[config.mk]
export PLATFORM = sky130hd
export DESIGN_NAME = writeback_unit
export DESIGN_NICKNAME = d
export VERILOG_FILES = /design/src/rtl/wb_pkg.sv /design/src/rtl/vector_load_sequencer.sv /design/src/rtl/writeback_unit.sv
export SDC_FILE = /design/constraint.sdc
export NUM_CORES = 1
export LEC_CHECK = 0
export BUFFER_PORTS_ARGS = -buffer_cell sky130_fd_sc_hd__buf_4
export CAP_MARGIN = 20
export CELL_PAD_IN_SITES_DETAIL_PLACEMENT = 2
export CELL_PAD_IN_SITES_GLOBAL_PLACEMENT = 2
export CORE_MARGIN = 2
export CORE_UTILIZATION = 26
export CTS_CLUSTER_SIZE = 20
export DETAILED_ROUTE_END_ITERATION = 16
export PLACE_DENSITY_LB_ADDON = 0.2
export SLEW_MARGIN = 20
export SYNTH_ARGS = -nofsm -noshare
export SYNTH_HDL_FRONTEND = slang
export SYNTH_SLANG_ARGS = --single-unit
[constraint.sdc]
create_clock -name clk -period 3.5 [get_ports clk]
set_clock_uncertainty 0.1 [all_clocks]
set_input_delay 0.7 -clock clk [delete_from_list [all_inputs] [get_ports clk]]
set_output_delay 0.7 -clock clk [all_outputs]
set_load 0.01 [all_outputs]
[src/rtl/wb_pkg.sv]
// Shared types and constants for the memory-to-writeback stage.
//   wb_state_t : writeback FSM states
//   vec_t      : four 16-bit lanes, lane 0 in the least significant bits
package wb_pkg;

    localparam int unsigned LANES       = 4;
    localparam int unsigned LANE_W      = 16;
    localparam int unsigned LANE_STRIDE = 2;
    localparam int unsigned CNT_W       = $clog2(LANES) + 1;   // holds 0..LANES
    localparam int unsigned LANE_IDX_W  = $clog2(LANES);

    typedef enum logic [1:0] {
        IDLE   = 2'd0,
        LOAD   = 2'd1,
        COMMIT = 2'd2
    } wb_state_t;

    typedef logic [LANES-1:0][LANE_W-1:0] vec_t;

endpackage

[src/rtl/vector_load_sequencer.sv]
// Issues the four lane reads of a vector load and assembles the responses.
//   start      : capture base and clear counters/lane buffer
//   base       : byte address of lane 0
//   busy       : a load is in progress (requests/responses are honoured)
//   done       : the final lane response is arriving this cycle
//   lanes      : lane buffer including any response arriving this cycle
//   mem_*      : lane read port; responses return in request order
module vector_load_sequencer
    import wb_pkg::*;
#(
    parameter int unsigned WIDTH = 64
) (
    input  logic              clk,
    input  logic              reset,
    input  logic              start,
    input  logic [WIDTH-1:0]  base,
    input  logic              busy,
    output logic              done,
    output vec_t              lanes,
    output logic              mem_req,
    output logic [WIDTH-1:0]  mem_addr,
    input  logic              mem_ready,
    input  logic [LANE_W-1:0] mem_rdata,
    input  logic              mem_rvalid
);

    logic [WIDTH-1:0] base_q;
    logic [CNT_W-1:0] req_cnt;
    logic [CNT_W-1:0] rsp_cnt;
    vec_t             lane_q;
    vec_t             lane_d;
    logic             rsp_take;

    // Address is forced to zero outside a load so the port idles at a known value.
    assign mem_req  = busy && (req_cnt < CNT_W'(LANES));
    assign mem_addr = busy ? (base_q + WIDTH'(LANE_STRIDE) * WIDTH'(req_cnt)) : '0;

    // Responses beyond the fourth, or outside a load, are dropped.
    assign rsp_take = busy && mem_rvalid && (rsp_cnt < CNT_W'(LANES));
    assign done     = rsp_take && (rsp_cnt == CNT_W'(LANES - 1));

    // Merge the arriving lane so the final lane is visible in the done cycle.
    always_comb begin
        lane_d = lane_q;
        if (rsp_take) begin
            lane_d[rsp_cnt[LANE_IDX_W-1:0]] = mem_rdata;
        end
    end

    assign lanes = lane_d;

    // Counter and lane buffer state.
    always_ff @(posedge clk) begin
        if (reset) begin
            base_q  <= '0;
            req_cnt <= '0;
            rsp_cnt <= '0;
            lane_q  <= '0;
        end else if (start) begin
            base_q  <= base;
            req_cnt <= '0;
            rsp_cnt <= '0;
            lane_q  <= '0;
        end else begin
            if (mem_req && mem_ready) begin
                req_cnt <= req_cnt + CNT_W'(1);
            end
            if (rsp_take) begin
                rsp_cnt <= rsp_cnt + CNT_W'(1);
            end
            lane_q <= lane_d;
        end
    end

endmodule

[src/rtl/writeback_unit.sv]
// Memory-to-writeback stage: registers scalar results into the W stage and
// sequences vector loads (four lane reads) into a single vector write.
//   ValidM..VectorResultM : M-stage instruction
//   mem_*                 : lane read port to data memory
//   StallM                : holds the M stage while a vector load is in flight
//   *W                    : register-file write side (all registered)
module writeback_unit
    import wb_pkg::*;
#(
    parameter int unsigned WIDTH = 64
) (
    input  logic              clk,
    input  logic              reset,
    input  logic              ValidM,
    input  logic              RegWriteM,
    input  logic              MemToRegM,
    input  logic              VectorLoadM,
    input  logic              VectorRegWriteM,
    input  logic [4:0]        WA3M,
    input  logic [WIDTH-1:0]  ResultM,
    input  vec_t              VectorResultM,
    output logic              mem_req,
    output logic [WIDTH-1:0]  mem_addr,
    input  logic              mem_ready,
    input  logic [LANE_W-1:0] mem_rdata,
    input  logic              mem_rvalid,
    output logic              StallM,
    output logic              RegWriteW,
    output logic              MemToRegW,
    output logic              VectorRegWriteW,
    output logic [4:0]        WA3W,
    output logic [WIDTH-1:0]  ResultW,
    output vec_t              VectorResultW
);

    wb_state_t        state_q;
    wb_state_t        state_d;
    logic             accept;
    logic             start;
    logic             done;
    vec_t             lanes;
    logic [4:0]       wa3_load_q;
    logic [4:0]       wa3_load_d;
    logic             rw_d;
    logic             mtr_d;
    logic             vrw_d;
    logic [4:0]       wa3_d;
    logic [WIDTH-1:0] res_d;
    vec_t             vec_d;

    vector_load_sequencer #(.WIDTH(WIDTH)) u_seq (
        .clk        (clk),
        .reset      (reset),
        .start      (start),
        .base       (ResultM),
        .busy       (state_q == LOAD),
        .done       (done),
        .lanes      (lanes),
        .mem_req    (mem_req),
        .mem_addr   (mem_addr),
        .mem_ready  (mem_ready),
        .mem_rdata  (mem_rdata),
        .mem_rvalid (mem_rvalid)
    );

    assign accept = ValidM && !StallM;

    // Next state and next W-stage values; data fields hold when not written.
    always_comb begin
        state_d    = IDLE;
        start      = 1'b0;
        wa3_load_d = wa3_load_q;
        rw_d       = 1'b0;
        mtr_d      = 1'b0;
        vrw_d      = 1'b0;
        wa3_d      = WA3W;
        res_d      = ResultW;
        vec_d      = VectorResultW;
        case (state_q)
            LOAD: begin
                state_d = LOAD;
                if (done) begin
                    state_d = COMMIT;
                    vrw_d   = 1'b1;
                    wa3_d   = wa3_load_q;
                    vec_d   = lanes;
                end
            end
            default: begin
                if (accept && VectorLoadM) begin
                    state_d    = LOAD;
                    start      = 1'b1;
                    wa3_load_d = WA3M;
                end else if (accept) begin
                    rw_d  = RegWriteM;
                    mtr_d = MemToRegM;
                    vrw_d = VectorRegWriteM;
                    wa3_d = WA3M;
                    res_d = ResultM;
                    vec_d = VectorResultM;
                end
            end
        endcase
    end

    // State, stall and W-stage registers.
    always_ff @(posedge clk) begin
        if (reset) begin
            state_q         <= IDLE;
            StallM          <= 1'b0;
            wa3_load_q      <= '0;
            RegWriteW       <= 1'b0;
            MemToRegW       <= 1'b0;
            VectorRegWriteW <= 1'b0;
            WA3W            <= '0;
            ResultW         <= '0;
            VectorResultW   <= '0;
        end else begin
            state_q         <= state_d;
            StallM          <= (state_d == LOAD);
            wa3_load_q      <= wa3_load_d;
            RegWriteW       <= rw_d;
            MemToRegW       <= mtr_d;
            VectorRegWriteW <= vrw_d;
            WA3W            <= wa3_d;
            ResultW         <= res_d;
            VectorResultW   <= vec_d;
        end
    end

endmodule

==> impl_metrics.csv <==
group,metric,value,unit
grt,grtUsageTotal,20.2,%
cts,cts_max_path_buffers,3,
floorplan,rows,77,
timing,timing.hold.ws,236,ps
cts,h-tree-depth,2,
synth,synth_top_area_cell,"dfxtp_1",
cells_and_area,synthToLayoutAreaGrowth,46.7,%
cells_and_area,most-common-layout-cells,"buf_4 (403), nand2_1 (366), dfxtp_1 (267)",
floorplan,die_h,216,um
critical_path,cp.buffers_inverters,3,
timing,fmax,253,MHz
detailed_routing,final_antenna_net_count,0,
synth,netlist.area_leader.share,47.5,%
critical_path,cpMostUsedCell,"or4_4",
timing,finalHoldViolCount,0,
timing,slew_violations,0,
power,irDropWorstVdd,0.254,mV
cts,cts_root_buf,"clkbuf_16",
cells_and_area,layout_commonest_cell,"buf_4",
place,place_hpwl,34.7,mm
critical_path,critPathRequiredTime,2700,ps
min_path,holdPathStages,2,
cts,numClockSinks,278,
place,port-buffer-count,359,
timing,rsz0062_at_grt,"true",
grt,grt_remaining_overflow,0,
floorplan,core,44400,sq um
critical_path,cpPeakStageDelay,450,ps
cells_and_area,fin_area,17200,sq um
cts,cts.reportedPaths.clkPinSlew,60,ps
detailed_routing,wire_per_inst,20.2,um
detailed_routing,viasPerCell,4.89,
timing,min_period,3950,ps
critical_path,rr_startpoint,"state_q[1]",
synth,syn_area_per_cell,8.07,sq um
timing,setup_ws,-450,ps
critical_path,cp_max_fo,6,
cts,cts_tree,"built",
synth,synth_seq_cells,278,
grt,antenna_found_initial,1,
power,leakage,7.33,nW
synth,ys.flop_type,"dfxtp_1",
critical_path,slowest_stage,"or4_4",
synth,synth_edf_count,0,
synth,synth_area,11700,sq um
synth,synthTopCellsByArea,"dfxtp_1 (47%), nand2_1 (12%), a21oi_1 (7.3%)",
critical_path,r2r_end,"RegWriteW",
floorplan,io_pins,360,
status,violations,"negative setup slack",
detailed_routing,initialDrtViolationCount,435,
critical_path,rr_worst_depth,6,
status,status,"finished, violations left",
cts,hold_buffers,0,
place,placed_area,15300,sq um
critical_path,r2r_setup_slack,940,ps
grt,grt_pass1_vias,12700,
synth,async_flop_share,0,%
cells_and_area,nets,1987,
place,gp_congestion,0.736,
critical_path,startpoint_type,"flop",
detailed_routing,vias,11900,
timing,tightest_slew,818,ps
detailed_routing,totalWireLength,49.2,mm
timing,finalCritPeriodShare,113,%
critical_path,path_cells,"ha_4, inv_2, fa_2, nand2b_4, a211o_1, or4_4, buf_6, or4_4, a21oi_2, buf_4",
detailed_routing,firstDrtPassIters,4,
min_path,min_path_type,"in -> reg",
grt,grt_max_degree,125,
synth,synth_cells,1454,
critical_path,critPathKind,"reg -> out",
cts,cts_buffers,36,
critical_path,setup.worst_path.end_class,"primary output",
run,max_cap_viol_count,0,
synth,syn-num-nets,1622,
cells_and_area,antenna_cells,0,
synth,ys_types,43,
critical_path,critPathArrivalTime,3150,ps
detailed_routing,drc_errors,0,
grt,grt_pass1_wl,74.6,mm
cts,clkLatencyLatePin,560,ps
cells_and_area,fin_util,38.7,%
synth,yosysWarnings,0,
place,pre_cts_slack,-185,ps
power,p_per_area,468,nW/um^2
min_path,hold_start,"VectorRegWriteM",
floorplan,fp.dieW,216,um
min_path,holdPathEnd,"VectorRegWriteW",
critical_path,cp_top_family,"simple AND/OR/NAND/NOR gates",
floorplan,dieArea,46800,sq um
cells_and_area,drive_gt1_share,31.1,%
timing,report.final.setup_viol,35,
synth,seq_area_frac_synth,47.5,%
floorplan,start_util,26.4,%
timing,relSlewSlack,45.4,%
[worst max-delay path by stage]
stage | startpoint | end | slack [ps] | depth (start not counted)
floorplan | u_seq.req_cnt[0] | mem_addr[63] | 10 | 9
global placement | u_seq.req_cnt[0] | mem_addr[45] | -120 | 11
detailed placement | u_seq.req_cnt[0] | mem_addr[57] | -190 | 11
CTS | u_seq.req_cnt[0] | mem_addr[47] | -480 | 10
global route | u_seq.req_cnt[0] | mem_addr[37] | -550 | 12
finish | u_seq.req_cnt[0] | mem_addr[47] | -450 | 10
[logic make-up after synthesis]
logic type	count (synthesis)	synth area share [%]
compound gates	345	17.5
xor+xnor	29	2.17
fa+ha+maj	10	1.13
buf+inv	119	3.82
flops	278	47.5
mux	65	5.55
simple gates	608	22.4
[worst register-to-register path, stage by stage (launching register included)]
cell and delay, ps:
dfxtp_1 350, nand2b_4 570, nand2_1 240, or2_2 570
buf_12 270, nor2_1 250, and2_1 160
[cells in the mapped netlist (7+ instances only)]
master / number
or3_1: 18
nor3_1: 7
nand3_1: 20
and3_1: 11
nor2_1: 114
nand4_1: 22
inv_1: 14
or4_1: 17
clkbuf_1: 99
xor2_1: 18
o21ai_0: 82
mux2i_1: 65
a21oi_1: 170
dfxtp_1: 278
a22o_1: 64
ha_1: 9
o31ai_1: 16
nand2_1: 366
xnor2_1: 11
and2_1: 9
[area by class of cell]
cell class                 instances  area [sq um]
clock buffer                      52          1040
clock inverter                    11           140
fill                            4975         27200
inverter                          14          52.6
multi-input combinational       1057          6200
sequential                       278          5580
tap                              592           741
timing repair buffer             432          3450
[what timing repair did]
action                                  in CTS  in global routing
endpoints found under the setup margin      43                 53
cloned                                       0                  2
gates resized for setup                     37                 81
pin swaps                                   14                 38
setup buffers                               12                 12
[registers in the layout (all words and copies together), names as in the netlist]
name / count
MemToRegW: 1
RegWriteW: 1
ResultW: 64
StallM: 1
VectorRegWriteW: 1
VectorResultW: 64
WA3W: 5
state_q: 2
u_seq.base_q: 64
u_seq.lane_q: 64
u_seq.req_cnt: 3
u_seq.rsp_cnt: 3
wa3_load_q: 5
[stage by stage]
step                      setup TNS [ps]  std cells  power [mW]
after global placement              -838       2351        4.36
final                              -8450       2436        8.05
after detailed placement           -1300       2351        4.39
after CTS                         -11610       2426        8.19
after global routing              -13250       2436        8.41
after floorplan                        0       1454        3.86
[power by group]
part	leakage (nW)	internal (mW)	switching (mW)
logic	4.49	0.400	0.526
registers	2.27	3.30	0.100
clock network	0.579	2.23	1.50
[routing by layer]
metal | share of wire, % | global-route usage, %
met1 | 43 | 24.4
met2 | 49 | 35.3
met3 | 5.9 | 5.21
met4 | 2.2 | 5.59
met5 | 0.020 | 0
Note: power is estimated with default switching activity, not from simulation.
